`config.mk`:
```
export PLATFORM = sky130hd
export DESIGN_NAME = axi4_lite_register_bank
export DESIGN_NICKNAME = d
export VERILOG_FILES = /design/src/rtl/axi4_lite_register_bank.sv
export SDC_FILE = /design/constraint.sdc
export NUM_CORES = 1
export LEC_CHECK = 0
export ABC_AREA = 1
export CORE_AREA = 2 2 236 238
export CTS_CLUSTER_SIZE = 12
export DETAILED_ROUTE_END_ITERATION = 6
export DIE_AREA = 0 0 238 240
export PLACE_DENSITY = 0.61
export SLEW_MARGIN = 30
export SYNTH_ARGS = -nofsm -noshare
export SYNTH_HDL_FRONTEND = slang
export SYNTH_SLANG_ARGS = --single-unit
```
`constraint.sdc`:
```
create_clock -name aclk -period 1.7 [get_ports aclk]
set_input_delay 0.17 -clock aclk [delete_from_list [all_inputs] [get_ports aclk]]
set_output_delay 0.17 -clock aclk [all_outputs]
set_load 0.03 [all_outputs]
```
`src/rtl/axi4_lite_register_bank.sv`:
```
// AXI4-Lite slave exposing N_REGS byte-strobed registers, with per-register read-only inputs.
// Define AXI4_LITE_REGISTER_BANK_WR_PULSE_EN to add the wr_pulse output (one-cycle strobe per OKAY write).
module axi4_lite_register_bank #(
   parameter int                             DATA_WIDTH  = 32,
   parameter int                             ADDR_WIDTH  = 8,
   parameter int                             N_REGS      = 8,
   parameter logic [N_REGS-1:0]              RO_MASK     = '0,
   parameter logic [N_REGS*DATA_WIDTH-1:0]   RESET_VALUE = '0
) (
   input  logic                             aclk,
   input  logic                             areset_n,
   input  logic [ADDR_WIDTH-1:0]            awaddr,
   input  logic                             awvalid,
   output logic                             awready,
   input  logic [DATA_WIDTH-1:0]            wdata,
   input  logic [DATA_WIDTH/8-1:0]          wstrb,
   input  logic                             wvalid,
   output logic                             wready,
   output logic [1:0]                       bresp,
   output logic                             bvalid,
   input  logic                             bready,
   input  logic [ADDR_WIDTH-1:0]            araddr,
   input  logic                             arvalid,
   output logic                             arready,
   output logic [DATA_WIDTH-1:0]            rdata,
   output logic [1:0]                       rresp,
   output logic                             rvalid,
   input  logic                             rready,
   output logic [N_REGS*DATA_WIDTH-1:0]     reg_out,
   input  logic [N_REGS*DATA_WIDTH-1:0]     reg_in
`ifdef AXI4_LITE_REGISTER_BANK_WR_PULSE_EN
   ,
   output logic [N_REGS-1:0]                wr_pulse
`endif
);

   localparam int STRB_W   = DATA_WIDTH / 8;
   localparam int ADDR_LSB = $clog2(STRB_W);
   localparam int IDX_W    = ADDR_WIDTH - ADDR_LSB;

   localparam logic [1:0] WR_COLLECT = 2'd0;
   localparam logic [1:0] WR_COMMIT  = 2'd1;
   localparam logic [1:0] WR_RESP    = 2'd2;

   localparam logic RD_IDLE = 1'b0;
   localparam logic RD_DATA = 1'b1;

   logic [1:0]            r_wrState;
   logic                  r_awFull;
   logic                  r_wFull;
   logic [IDX_W-1:0]      r_awIdx;
   logic [DATA_WIDTH-1:0] r_wData;
   logic [STRB_W-1:0]     r_wStrb;
   logic                  r_awready;
   logic                  r_wready;
   logic                  r_bvalid;
   logic [1:0]            r_bresp;

   logic                  r_rdState;
   logic                  r_arready;
   logic                  r_rvalid;
   logic [DATA_WIDTH-1:0] r_rdata;
   logic [1:0]            r_rresp;

   logic [DATA_WIDTH-1:0] r_regs [N_REGS];

   logic [1:0]            w_wrStateNxt;
   logic                  w_awFullNxt;
   logic                  w_wFullNxt;
   logic                  w_bvalidNxt;
   logic                  w_commit;
   logic [N_REGS-1:0]     w_wrSel;
   logic                  w_wrErr;
   logic [IDX_W-1:0]      w_rdIdx;
   logic [DATA_WIDTH-1:0] w_rdData;
   logic                  w_rdHit;
   logic                  w_unusedBits;

   // Ready flags are registered from next-state values so they stay in step with holder and bvalid state.
   always_comb begin
      w_wrStateNxt = r_wrState;
      w_awFullNxt  = r_awFull;
      w_wFullNxt   = r_wFull;
      w_bvalidNxt  = r_bvalid;
      w_commit     = 1'b0;
      if (awvalid && r_awready) w_awFullNxt = 1'b1;
      if (wvalid && r_wready)   w_wFullNxt  = 1'b1;
      case (r_wrState)
         WR_COLLECT: begin
            if (r_awFull && r_wFull) w_wrStateNxt = WR_COMMIT;
         end
         WR_COMMIT: begin
            w_commit     = 1'b1;
            w_wrStateNxt = WR_RESP;
            w_bvalidNxt  = 1'b1;
            w_awFullNxt  = 1'b0;
            w_wFullNxt   = 1'b0;
         end
         WR_RESP: begin
            if (bready) begin
               w_bvalidNxt  = 1'b0;
               w_wrStateNxt = WR_COLLECT;
            end
         end
         default: w_wrStateNxt = WR_COLLECT;
      endcase
   end

   always_comb begin
      w_wrSel = '0;
      for (int i = 0; i < N_REGS; i++) begin
         if (32'(r_awIdx) == 32'(i)) w_wrSel[i] = 1'b1;
      end
      w_wrErr = (~|w_wrSel) || (|(w_wrSel & RO_MASK));
   end

   always_ff @(posedge aclk or negedge areset_n) begin
      if (!areset_n) begin
         r_wrState <= WR_COLLECT;
         r_awFull  <= 1'b0;
         r_wFull   <= 1'b0;
         r_awIdx   <= '0;
         r_wData   <= '0;
         r_wStrb   <= '0;
         r_awready <= 1'b0;
         r_wready  <= 1'b0;
         r_bvalid  <= 1'b0;
         r_bresp   <= 2'b00;
      end else begin
         r_wrState <= w_wrStateNxt;
         r_awFull  <= w_awFullNxt;
         r_wFull   <= w_wFullNxt;
         r_bvalid  <= w_bvalidNxt;
         r_awready <= !w_awFullNxt && !w_bvalidNxt;
         r_wready  <= !w_wFullNxt && !w_bvalidNxt;
         if (awvalid && r_awready) r_awIdx <= awaddr[ADDR_WIDTH-1:ADDR_LSB];
         if (wvalid && r_wready) begin
            r_wData <= wdata;
            r_wStrb <= wstrb;
         end
         if (w_commit) r_bresp <= w_wrErr ? 2'b10 : 2'b00;
      end
   end

   always_ff @(posedge aclk or negedge areset_n) begin
      if (!areset_n) begin
         for (int i = 0; i < N_REGS; i++) r_regs[i] <= RESET_VALUE[i*DATA_WIDTH +: DATA_WIDTH];
      end else if (w_commit && !w_wrErr) begin
         for (int i = 0; i < N_REGS; i++) begin
            for (int b = 0; b < STRB_W; b++) begin
               if (w_wrSel[i] && r_wStrb[b]) r_regs[i][b*8 +: 8] <= r_wData[b*8 +: 8];
            end
         end
      end
   end

`ifdef AXI4_LITE_REGISTER_BANK_WR_PULSE_EN
   logic [N_REGS-1:0] r_wrPulse;

   always_ff @(posedge aclk or negedge areset_n) begin
      if (!areset_n) begin
         r_wrPulse <= '0;
      end else begin
         r_wrPulse <= (w_commit && !w_wrErr) ? w_wrSel : '0;
      end
   end

   assign wr_pulse = r_wrPulse;
`endif

   // Read data is captured at the AR handshake edge, so a same-cycle commit is not yet visible.
   always_comb begin
      w_rdIdx  = araddr[ADDR_WIDTH-1:ADDR_LSB];
      w_rdData = '0;
      w_rdHit  = 1'b0;
      for (int i = 0; i < N_REGS; i++) begin
         if (32'(w_rdIdx) == 32'(i)) begin
            w_rdHit  = 1'b1;
            w_rdData = RO_MASK[i] ? reg_in[i*DATA_WIDTH +: DATA_WIDTH] : r_regs[i];
         end
      end
   end

   always_ff @(posedge aclk or negedge areset_n) begin
      if (!areset_n) begin
         r_rdState <= RD_IDLE;
         r_arready <= 1'b0;
         r_rvalid  <= 1'b0;
         r_rdata   <= '0;
         r_rresp   <= 2'b00;
      end else begin
         case (r_rdState)
            RD_IDLE: begin
               if (arvalid && r_arready) begin
                  r_rdState <= RD_DATA;
                  r_arready <= 1'b0;
                  r_rvalid  <= 1'b1;
                  r_rdata   <= w_rdData;
                  r_rresp   <= w_rdHit ? 2'b00 : 2'b10;
               end else begin
                  r_arready <= 1'b1;
               end
            end
            RD_DATA: begin
               if (rready) begin
                  r_rdState <= RD_IDLE;
                  r_rvalid  <= 1'b0;
                  r_arready <= 1'b1;
               end
            end
            default: begin
               r_rdState <= RD_IDLE;
               r_arready <= 1'b0;
               r_rvalid  <= 1'b0;
            end
         endcase
      end
   end

   for (genvar g = 0; g < N_REGS; g++) begin : g_regOut
      assign reg_out[g*DATA_WIDTH +: DATA_WIDTH] = r_regs[g];
   end

   assign w_unusedBits = ^{awaddr[ADDR_LSB-1:0], araddr[ADDR_LSB-1:0], reg_in};

   assign awready = r_awready;
   assign wready  = r_wready;
   assign bvalid  = r_bvalid;
   assign bresp   = r_bresp;
   assign arready = r_arready;
   assign rvalid  = r_rvalid;
   assign rdata   = r_rdata;
   assign rresp   = r_rresp;

endmodule

```
==> flow_metrics.py, run 1 <==
metrics = {
    "final_layout": {
        "regArea_mm2": 0.00856,
        "final_cell_area_mm2": 0.0237,
        "layout.nets": 2470,
        "diodes": 0,
        "drive_gt1_frac": 0.287,
        "mostFrequentLayoutCell": "dfrtp_1",
        "fin_cells": 2882,
        "final_cell_mix": "dfrtp_1 (342), nand2_1 (340), dlygate4sd2_1 (284)",
        "num-fill-cells": 5236,
        "multi_input_area_mm2": 0.00722,
        "syn2layout_area_growth_pct": 61.1,
    },
    "setup_path": {
        "path_class": "flip-flop to flip-flop",
        "cp_top_family": "simple AND/OR/NAND/NOR gates",
        "start_kind": "flip-flop",
        "crit_chain": "nor2_4, buf_4, nand3b_1, nor3_2, buf_6, buf_12, nand2_8, nand2_1, o21ai_1",
        "r2r_start": "r_awIdx[4]",
        "crit_buf_inv": 3,
        "endpoint_kind": "flip-flop",
        "crit_fanout": 8,
        "worstPathArrival_ps": 2250,
        "max_stage_delay_ps": 400,
        "cp-startpoint": "r_awIdx[4]",
        "r2r_setup_slack_ps": -140,
        "crit_required_ps": 2110,
        "cp_slowest_cell": "dfrtp_1",
    },
    "timing": {
        "final_max_slew_viol_count": 0,
        "fin_crit_sh": 1.08,
        "hold_ws_ps": 95.5,
        "setup_viol": 252,
        "hold_viol": 0,
        "slew_headroom": 0.647,
        "clock_skew_ps": 22.3,
        "tightest_slew_ps": 530,
        "setup_tns_ps": -21570,
        "rsz0062_at_grt": "yes",
        "period_minus_slack_ps": 1840,
        "max_freq_ghz": 0.543,
        "setup_slack_ps": -142,
    },
    "run_status": {
        "violations": "negative setup slack",
        "status": "finished with violations",
    },
    "logic_synthesis": {
        "syn_area_per_cell_um2": 8.86,
        "yosys-mux-area-fraction": 0.00229,
        "synth-simple-area-share": 0.226,
        "synth_edf_count": 0,
        "synthArstFlopShare": 1.00,
        "synth-compound-area-share": 0.138,
        "syn_area_mm2": 0.0147,
        "yosys_register_bits": 342,
        "synth.distinct_cells": 33,
        "ys_seq_area_frac": 0.581,
        "synth_fa_ha_area_frac": 0.00424,
        "ys.flop_type": "dfrtp_1",
        "synthCells": 1664,
        "synth_top_family_by_area": "simple AND/OR/NAND/NOR gates",
        "synth_xor_area_frac": 0,
        "ys.warnings.count": 0,
    },
    "placed_design": {
        "place_inst": 2743,
        "gp_congestion": 0.876,
        "io_buffers": 349,
        "hpwl_um": 43800,
        "placed_cell_area_mm2": 0.0199,
        "pre_cts_slack_ps": -577,
    },
    "cts": {
        "cts_tree": "done",
        "cts-buffers-inserted": 40,
        "clock_path_buffers": 3,
        "htreeDepth": 2,
        "root_buffer": "clkbuf_16",
        "clk_pin_slew_worst_paths_ps": 60,
        "cts_sinks": 342,
        "clk_latency_ps": 560,
    },
    "global_routing": {
        "grt_pass1_vias": 13834,
        "antenna_found_initial": 1,
        "grt_pass1_wl_um": 92200,
        "grt_max_degree": 81,
        "gr-usage-all-layers": 0.218,
        "grt-ovfl-total": 0,
    },
    "power_and_ir_drop": {
        "peakVddDrop_mv": 0.850,
        "leakage_nw": 11.9,
        "power.density_mw_per_mm2": 1100,
    },
    "drt": {
        "routed_via_density": 5.04,
        "drt-pass1-iter-count": 7,
        "drt_iter0_drc": 1273,
        "drtAntennaViolNets": 0,
        "routedWlPerCell_um": 22.9,
        "drt_wl_total_um": 65900,
        "dr_total_vias": 14523,
        "drc": 0,
    },
    "min_path": {
        "min_path_type": "input pin to asynchronous set/reset pin",
    },
    "floorplanning": {
        "coreArea_mm2": 0.0547,
        "rows": 86,
        "fp.dieW_um": 238,
        "ios": 612,
        "initial_core_util": 0.270,
        "chipHeight_um": 240,
        "dieArea_mm2": 0.0571,
    },
    "run": {
        "cap_violations": 0,
    },
}
-- area by class of cell --
type | count | share of cell area
Multi-Input combinational cell | 1171 | 0.304
Sequential cell | 342 | 0.360
Timing Repair Buffer | 507 | 0.227
Inverter | 88 | 0.0140
Clock inverter | 10 | 0.00543
Tap cell | 704 | 0.0371
Clock buffer | 60 | 0.0517
-- per-layer routing --
| layer | GRT usage | up-vias | share of wire | wire, um |
|---|---|---|---|---|
| li1 | - | 6478 | - | - |
| met1 | 0.308 | 7228 | 0.44 | 29000 |
| met4 | 0.0492 | 2 | 0.016 | 1070 |
| met2 | 0.326 | 734 | 0.44 | 28900 |
| met3 | 0.0683 | 81 | 0.11 | 7040 |
| met5 | 0 | - | 0.00020 | 13 |
-- synthesized netlist by cell type, drive strengths merged, types with 5 or more instances --
| library cell | n | area (um2) |
|---|---|---|
| nor2 | 91 | 392 |
| a21oi | 78 | 390 |
| or2 | 17 | 106 |
| o21ai | 278 | 1570 |
| nand4 | 26 | 163 |
| o21bai | 8 | 60.1 |
| ha | 5 | 62.6 |
| dfrtp | 342 | 8560 |
| nand2 | 565 | 2150 |
| clkbuf | 24 | 90.1 |
| inv | 86 | 323 |
| buf | 50 | 295 |
| nand3 | 75 | 380 |
| nor3 | 6 | 56.3 |
-- cells by family (layout without fill, tap and decap cells) --
kind of cell | count (synthesis) | in the layout
AOI/OAI and AO/OA | 366 | 366
adders and majority gates | 5 | 5
buffers and inverters | 162 | 665
DFF | 342 | 342
muxes | 3 | 3
other | 1 | 2
and+or+nand+nor | 785 | 795
-- through the flow --
stage          total power, mW   util
2_1_floorplan             13.5      -
6_report                  26.2  0.434
3_5_place_dp              16.7  0.364
3_3_place_gp              16.6  0.364
5_1_grt                   27.3  0.434
4_1_cts                   25.8  0.407
-- registers in the layout, indices dropped and copies added (netlist names) --
name	cells
arready	1
awready	1
bresp	1
bvalid	1
r_awFull	1
r_awIdx	6
r_rdState	1
r_wData	32
r_wFull	1
r_wStrb	4
r_wrState	2
rdata	32
reg_out	256
rresp	1
rvalid	1
wready	1
-- final timing paths --
| path | end | depth (start not counted) |
|---|---|---|
| worst max-delay path | reg_out[82] | 9 |
| worst min-delay path | reg_out[52] | 2 |
| worst max register to register | reg_out[82] | 9 |
| worst min register to register | rvalid | 1 |
| max in group asynchronous | reg_out[60] | 3 |
| min in group aclk | r_awIdx[1] | 3 |
-- worst reg2reg max path, cell delays in order (launching register included) --
cell and delay [ps]:
dfrtp_1 400, nor2_4 150, buf_4 120, nand3b_1 190
nor3_2 250, buf_6 210, buf_12 150, nand2_8 90
nand2_1 70, o21ai_1 60
-- report_power, final --
part	switching (mW)	total, mW	leakage [nW]	internal (mW)
combinational	4.96	7.09	6.65	2.13
sequential	0.927	10.2	4.62	9.25
clock	3.50	8.93	0.676	5.42
total	9.39	26.2	11.9	16.8
-- what timing repair did --
action | in CTS | in global routing
pin swaps | 18 | 35
hold buffers | 1 | 0
buffers inserted | 26 | 14
gates cloned | 19 | 11
setup endpoints to repair | 537 | 283
hold endpoints to repair | 342 | 0
resized for setup | 616 | 331
No activity file was read; power rests on OpenSTA's default activity.
==> inputs of run 2 (changes only) <==
Settings changed: CTS_CLUSTER_SIZE 12 to 20.
==> run 2 against run 1 <==
Against the previous run: count of clock-buffer cells in the layout down 3; clock skew decreased by 5.7 ps; the flow still finishes with violations (negative setup slack); fmax increased by 0.74%; sequential share of layout area increased by 0.45 points; combinational power about the same; final cell count decreased by 0.38%; die area stayed put.
==> flow_metrics.py, run 2 (synthesized netlist as in run 1, its figures left out) <==
metrics = {
    "placed_design": {
        "place_inst": 2743,
        "hpwl_um": 43800,
        "gp_congestion": 0.876,
        "pre_cts_slack_ps": -577,
        "io_buffers": 349,
    },
    "cts": {
        "cts_tree": "done",
        "clock_path_buffers": 3,
        "root_buffer": "clkbuf_16",
        "clk_latency_ps": 550,
        "cts-buffers-inserted": 40,
        "cts_sinks": 342,
        "clk_pin_slew_worst_paths_ps": 60,
        "htreeDepth": 2,
    },
    "timing": {
        "final_max_slew_viol_count": 0,
        "fin_crit_sh": 1.08,
        "hold_viol": 0,
        "setup_slack_ps": -128,
        "hold_ws_ps": 99.0,
        "setup_viol": 237,
        "period_minus_slack_ps": 1830,
        "tightest_slew_ps": 537,
        "clock_skew_ps": 16.6,
        "slew_headroom": 0.642,
        "rsz0062_at_grt": "yes",
        "max_freq_ghz": 0.547,
        "setup_tns_ps": -12400,
    },
    "min_path": {
        "min_path_type": "input pin to asynchronous set/reset pin",
    },
    "setup_path": {
        "crit_chain": "nor2_4, inv_2, nor3_4, inv_4, nor2_4, buf_12, buf_12, nand2_8, buf_12, nand2_4, o21ai_2",
        "crit_top_cell": "buf_12",
        "cp_slowest_cell": "dfrtp_1",
        "r2r_start": "r_awIdx[5]",
        "crit_required_ps": 2120,
        "r2r_setup_slack_ps": -130,
        "path_class": "flip-flop to flip-flop",
        "r2r-end": "reg_out[182]",
        "reg2regPathDepth": 11,
        "crit_fanout": 8,
        "max_stage_delay_ps": 400,
        "endpoint_kind": "flip-flop",
        "worstPathArrival_ps": 2240,
        "start_kind": "flip-flop",
    },
    "drt": {
        "drt_iter0_drc": 1128,
        "dr_total_vias": 14396,
        "drt_wl_total_um": 64700,
        "drtAntennaViolNets": 0,
        "routedWlPerCell_um": 22.5,
        "routed_via_density": 5.01,
        "drc": 0,
        "drt-pass1-iter-count": 5,
    },
    "run_status": {
        "violations": "negative setup slack",
        "status": "finished with violations",
    },
    "power_and_ir_drop": {
        "leakage_nw": 11.9,
        "p_clk_frac": 0.334,
        "seq_power_share": 0.393,
        "power_mw": 25.9,
        "internal_power_mw": 16.5,
        "p_sw_mw": 9.39,
        "p_sw_frac": 0.363,
        "power.density_mw_per_mm2": 1100,
        "pwr-share-comb": 0.273,
        "peakVddDrop_mv": 0.845,
    },
    "global_routing": {
        "grt_max_degree": 81,
        "grt_pass1_vias": 13750,
        "gr-usage-all-layers": 0.217,
        "grt-ovfl-total": 0,
        "antenna_found_initial": 1,
        "grt_pass1_wl_um": 91800,
    },
    "final_layout": {
        "drive_gt1_frac": 0.291,
        "diodes": 0,
        "mostFrequentLayoutCell": "dfrtp_1",
        "num-fill-cells": 5295,
        "syn2layout_area_growth_pct": 59.2,
        "final_cell_mix": "dfrtp_1 (340), nand2_1 (338), dlygate4sd2_1 (286)",
        "layout.nets": 2458,
        "fin_cells": 2871,
        "largest_reg_flops": 256,
    },
    "floorplanning": {
        "chipHeight_um": 240,
        "fp.dieW_um": 238,
        "dieArea_mm2": 0.0571,
        "initial_core_util": 0.270,
        "ios": 612,
        "coreArea_mm2": 0.0547,
        "rows": 86,
    },
    "run": {
        "cap_violations": 0,
    },
}
[run 2: changes by cell type in the layout (fill, tap and decap cells not counted), moves of 6 or more]
| cell | change |
|---|---|
| o21ai_2 | +12 |
| buf_6 | +7 |
| nand2_8 | -6 |
| nand2_2 | +10 |
| buf_12 | -8 |
| o21ai_1 | -12 |
[run 2: metrics by stage]
step,instance area (um2),utilization
2_1_floorplan,14800,-
3_3_place_gp,19900,0.364
3_5_place_dp,19900,0.364
4_1_cts,22000,0.403
5_1_grt,23500,0.429
6_report,23500,0.429
[run 2: worst max-delay path, delay by kind of cell, from the launching register on]
family | cells | cell delay [ps]
AO/OA/AOI/OAI | 1 | 50
buffers and inverters | 5 | 610
flip-flops | 1 | 400
AND/OR/NAND/NOR | 5 | 620
[run 2: power by group through the flow]
stage	registers, mW	clock network, mW	logic, mW
floorplan	11.1	0	2.40
global placement	10.2	0	6.40
detailed placement	10.2	0	6.51
CTS	10.1	8.80	6.57
global route	10.3	9.15	7.60
finish	10.2	8.65	7.06
[run 2: worst max-delay path by stage]
stage,from,end,slack [ps]
3_5_place_dp,araddr[3],rdata[8],-580
4_1_cts,r_wrState[0],reg_out[187],-140
3_3_place_gp,araddr[3],rdata[8],-560
5_1_grt,r_awIdx[5],reg_out[215],-200
6_report,r_awIdx[5],reg_out[182],-130
2_1_floorplan,r_wrState[1],reg_out[149],-3
[run 2: per-layer routing]
| metal | part of all wire | vias to the layer above | track usage | routed length, um |
|---|---|---|---|---|
| met4 | 0.020 | 2 | 0.0492 | 1320 |
| li1 | - | 6449 | - | - |
| met1 | 0.44 | 7114 | 0.307 | 28400 |
| met3 | 0.11 | 103 | 0.0673 | 6910 |
| met5 | 0.00020 | - | 0 | 13 |
| met2 | 0.43 | 728 | 0.324 | 28000 |
[run 2: final cells by class]
cell class	instances	area [um2]	area share
inverter	88	333	0.0142
tap	704	881	0.0375
sequential	342	8560	0.365
clock buffer	57	1190	0.0506
clock inverter	14	129	0.00549
timing repair buffer	498	5210	0.222
multi-input combinational	1168	7160	0.305
[run 2: timing repair]
item | CTS | global route
gates cloned | 17 | 8
buffers inserted | 25 | 7
hold buffers | 1 | 0
hold endpoints to repair | 342 | 0
gates resized for setup | 541 | 412
pin swaps | 21 | 34
endpoints found under the setup margin | 535 | 282
